`src/rtl/stitch_pipeline_vr.sv`:
```
`default_nettype none
// ============================================================================
// Module   : stitch_pipeline_vr
// Purpose  : Valid/ready add pipeline. Slot p0 registers the input item
//            unchanged. Each following slot p1..pSTAGES registers the
//            previous slot's data plus STEP, with silent wrap-around.
//            Back-pressure is a combinational per-slot ready chain, so an
//            empty slot always accepts upstream data (bubbles collapse).
//            flush clears every valid bit synchronously. rst clears all
//            state asynchronously.
// Ports    : clk, rst        - clock, asynchronous active-high reset
//            flush           - synchronous clear of all valid bits
//            in_valid/in_ready/in_data     - upstream handshake and item
//            out_valid/out_ready/out_data  - downstream handshake and result
//            occupancy       - number of valid slots currently held
// Revision : 1.0 - initial release
// ============================================================================
module stitch_pipeline_vr #(
  parameter int          WIDTH  = 32,
  parameter int          STAGES = 2,
  parameter int unsigned STEP   = 1
) (
  input  logic                          clk,
  input  logic                          rst,
  input  logic                          flush,
  input  logic                          in_valid,
  output logic                          in_ready,
  input  logic [WIDTH-1:0]              in_data,
  output logic                          out_valid,
  input  logic                          out_ready,
  output logic [WIDTH-1:0]              out_data,
  output logic [$clog2(STAGES+2)-1:0]   occupancy
);

  localparam int              OCC_W  = $clog2(STAGES+2);
  localparam logic [WIDTH-1:0] C_STEP = WIDTH'(STEP);

  logic [WIDTH-1:0]  r_data [0:STAGES];
  logic [STAGES:0]   r_valid;
  logic [STAGES:0]   w_rdy;
  logic [OCC_W-1:0]  w_occ;

  // Ready chain evaluated from the output end backwards. A running term is
  // used so every bit of w_rdy is only written here, never read back.
  always_comb begin
    logic w_run;
    w_rdy = '0;
    w_run = out_ready | ~r_valid[STAGES];
    w_rdy[STAGES] = w_run;
    for (int i = STAGES - 1; i >= 0; i--) begin
      w_run    = ~r_valid[i] | w_run;
      w_rdy[i] = w_run;
    end
  end

  // Population count of the valid bits.
  always_comb begin
    w_occ = '0;
    for (int i = 0; i <= STAGES; i++) begin
      w_occ = w_occ + {{(OCC_W-1){1'b0}}, r_valid[i]};
    end
  end

  always_ff @(posedge clk or posedge rst) begin
    if (rst) begin
      r_valid <= '0;
      for (int i = 0; i <= STAGES; i++) begin
        r_data[i] <= '0;
      end
    end else if (flush) begin
      // Data registers are left as they are; only validity matters.
      r_valid <= '0;
    end else begin
      // Slot 0 captures the raw input item.
      if (w_rdy[0]) begin
        r_valid[0] <= in_valid;
        if (in_valid) begin
          r_data[0] <= in_data;
        end
      end
      // Later slots add STEP to the previous slot while advancing.
      for (int i = 1; i <= STAGES; i++) begin
        if (w_rdy[i]) begin
          r_valid[i] <= r_valid[i-1];
          if (r_valid[i-1]) begin
            r_data[i] <= r_data[i-1] + C_STEP;
          end
        end
      end
    end
  end

  assign in_ready  = w_rdy[0] & ~flush;
  assign out_valid = r_valid[STAGES] & ~flush;
  assign out_data  = r_data[STAGES];
  assign occupancy = w_occ;

endmodule
`default_nettype wire

```
`config.mk`:
```
export PLATFORM = sky130hd
export DESIGN_NAME = stitch_pipeline_vr
export DESIGN_NICKNAME = d
export VERILOG_FILES = /design/src/rtl/stitch_pipeline_vr.sv
export SDC_FILE = /design/constraint.sdc
export NUM_CORES = 1
export LEC_CHECK = 0
export ABC_AREA = 1
export CAP_MARGIN = 40
export CORE_AREA = 2 2 105 107
export DETAILED_ROUTE_END_ITERATION = 6
export DIE_AREA = 0 0 107 109
export GPL_TIMING_DRIVEN = 0
export PLACE_DENSITY = 0.91
export SYNTH_ARGS = -nofsm -noshare
export SYNTH_HDL_FRONTEND = slang
export SYNTH_SLANG_ARGS = --single-unit
```
`constraint.sdc`:
```
create_clock -name clk -period 3.9 [get_ports clk]
set_input_delay 0.78 -clock clk [delete_from_list [all_inputs] [get_ports clk]]
set_output_delay 0.78 -clock clk [all_outputs]
set_load 0.02 [all_outputs]
```
==> key figures <==
Global route
  – Congestion Overflow GR: 0
  – Largest net degree at the start of global routing: 70
  – Vias in the first global route: 4745
  – Antenna violations before repair: 0
  – Total GRT Usage: 24.4%
  – First-pass GRT wire length: 22300 um

Timing
  – Final worst slack: 653 ps
  – Fin. Hold Viols: 0
  – Final hold slack: 487 ps
  – Final setup fails: 0
  – Unrepaired setup endpoints after global routing: false
  – Slew @ Worst Pin: 398 ps
  – Max Freq: 0.308 GHz
  – Worst slew margin: 73.5%
  – Fin Clk Skew: 8.38 ps
  – Fin Setup TNS: 0 ps
  – Post-route clock period utilization: 83.3%
  – Final Slew Violations: 0
  – Minimum clock period: 3250 ps

Yosys
  – Most used DFF post-synth: dfrtp_1
  – Leading area contributor after synthesis: dfrtp_1
  – Post-synth top area share: 43.1%
  – Synth top cells by count: nand2_1 (301), dfrtp_1 (99), nand3_1 (86)
  – Library cells used by synthesis: 23
  – Main area contributors after synthesis: dfrtp_1 (43%), nand2_1 (20%), nand3_1 (7.5%)
  – Syn_nets: 837
  – Cell with the most instances after synthesis: nand2_1
  – Asr flop ratio synth: 100%
  – Synthesized cell area: 5750 um2
  – EDFF count, synth: 0
  – Warnings from Yosys: 0
  – Synth Instances: 797
  – Mapped Avg Cell Area: 7.22 um2
  – Seq/Total Area, Yosys: 43.1%
  – Flops & latches, synth: 99

Clock network
  – Clock latency on the worst-skew pair: 370 ps
  – CTS Hold Bufs: 0
  – Root Driver: clkbuf_8
  – Clk sinks: 99
  – CTS H-tree depth: 3
  – Bufs on Longest Clock Path: 2
  – CTS buffer count: 9
  – CTS clock-pin slew for the worst setup and hold paths: 90 ps
  – Post-CTS Setup Bufs: 0
  – CTS tree: done
  – Post-CTS Resized: 0

Setup path
  – Crit path DAT: 2470 ps
  – Reg2reg start: r_data[73]
  – Req. time, crit path: 3120 ps
  – Critical path type: in2out
  – Critical Path Start: flush
  – Crit. End Element: output port
  – Crit-path max FO: 10
  – Crit start category: input pin

Pwr
  – Design Power: 0.00305 W
  – Net Switching: 0.000987 W
  – Clock power share: 24.5%
  – Lkg Pwr: 3.34 nW
  – Internal power: 0.00207 W
  – Cell Pwr Density: 443 nW/um2
  – Reg power frac: 46.3%
  – Max VDD drop: 0.217 mV
  – Share of total power in combinational logic: 29.2%
  – Switching Share: 32.3%

Die
  – Starting density of the core: 54.3%
  – Io pins: 73
  – DIE HEIGHT: 109 um
  – Total core area: 10600 um2
  – Die width: 107 um
  – Core Rows: 38
  – DIE AREA: 11700 um2

Cells and area
  – Final #Nets: 920
  – # diodes: 0
  – Synth-to-Final Area Change: 19.9%
  – Layout cell share with drive strength beyond 1: 12.4%

Placed design
  – HPWL Detailed: 10100 um
  – Pre-CTS setup slack: 660 ps
  – Input/output buffers: 71
  – Final Wtd Congestion: 0.921

Drt
  – DR iter-0 viols: 223
  – Total Routed Length: 13000 um
  – DRT antenna net count: 0
  – Vias/cell: 4.87
  – Post-DR wirelength/cell: 12.7 um
  – Pre-antenna DRT Iters: 4
  – Via count: 4992
  – DRC Markers: 0

Flow run
  – MaxCap Viol Count: 0

Run status
  – Status: finished clean

Worst hold path
  – Hold Crit Class: reg2reg
  – Hold Crit Start: out_data[1]
-- sequential cells by signal (all words and copies together), names as in the netlist --
| signal | count |
|---|---|
| r_data | 64 |
| out_data | 32 |
| r_valid | 3 |
-- worst max-delay path, stage by stage --
cell and delay (ps):
clkdlybuf4s50_1 530, inv_1 100, nand2_1 70, inv_2 130
buf_2 230, clkdlybuf4s50_1 630
-- placed cells by master (no fill, tap or decap), drive strengths merged --
cell type and n:
bufinv 2, nand2 313, clkbuf 16, dfrtp 99, xor2 17, nor2 106, o21ai 24, or2 3
clkinv 1, a21oi 20, a31oi 1, clkinvlp 1, xnor2 2, clkdlybuf4s50 71, o21bai 3, and2 5
buf 49, ha 2, fa 1, inv 63, nand3 86
-- per-stage QoR --
| step | cells | util (%) | area, um2 |
|---|---|---|---|
| 6_report | 1025 | 65.0 | 6900 |
| 5_1_grt | 1025 | 65.0 | 6900 |
| 4_1_cts | 1025 | 65.0 | 6900 |
| 3_5_place_dp | 1009 | 62.9 | 6670 |
| 3_3_place_gp | 1008 | 62.6 | 6640 |
| 2_1_floorplan | 797 | - | 5750 |
-- path summary, 6_finish.rpt --
kind | to | slack [ps] | depth (start not counted)
max in group asynchronous | r_data[87] | 2510 | 3
min in group asynchronous | out_data[3] | 750 | 2
max | in_ready | 650 | 6
min | out_data[1] | 490 | 2
min reg2reg | out_data[1] | 490 | 2
max reg2reg | r_data[61] | 2340 | 7
-- cell type report --
type                            count  area, um2
Sequential cell                    99       2480
Tap cell                          140        175
Buffer                             52        340
Clock buffer                       12        155
Multi-Input combinational cell    583       2700
Fill cell                         952       3710
Clock inverter                      4       72.6
Inverter                           63        239
Timing Repair Buffer               72        738
-- power groups by stage --
stage,Combinational (W),Clock (W),Sequential [W]
floorplan,0.000608,0,0.00137
detailed placement,0.000896,0,0.00143
CTS,0.000899,0.000755,0.00141
global route,0.000993,0.000792,0.00144
global placement,0.000867,0,0.00142
finish,0.000891,0.000750,0.00141
-- cell families (layout without fill, tap and decap cells) --
| family | count (synthesis) | after routing | share of synthesized area [%] |
|---|---|---|---|
| and+or+nand+nor | 513 | 513 | 38.9 |
| AOI/OAI and AO/OA | 48 | 48 | 4.33 |
| DFF | 99 | 99 | 43.1 |
| xor gates and xnor gates | 19 | 19 | 2.89 |
| adders and majority gates | 3 | 3 | 0.783 |
| buffers and inverters | 115 | 203 | 10.0 |
-- routing by layer --
metal | wire (um) | global-route usage (%) | share of wire, % | vias up
met1 | 6160 | 33.2 | 47 | 2241
met4 | 225 | 8.26 | 1.7 | 0
met3 | 436 | 2.81 | 3.4 | 17
met5 | 0 | 0 | 0 | -
met2 | 6160 | 40.9 | 47 | 120
li1 | - | - | - | 2614
Power figures use the tool's default switching activity.
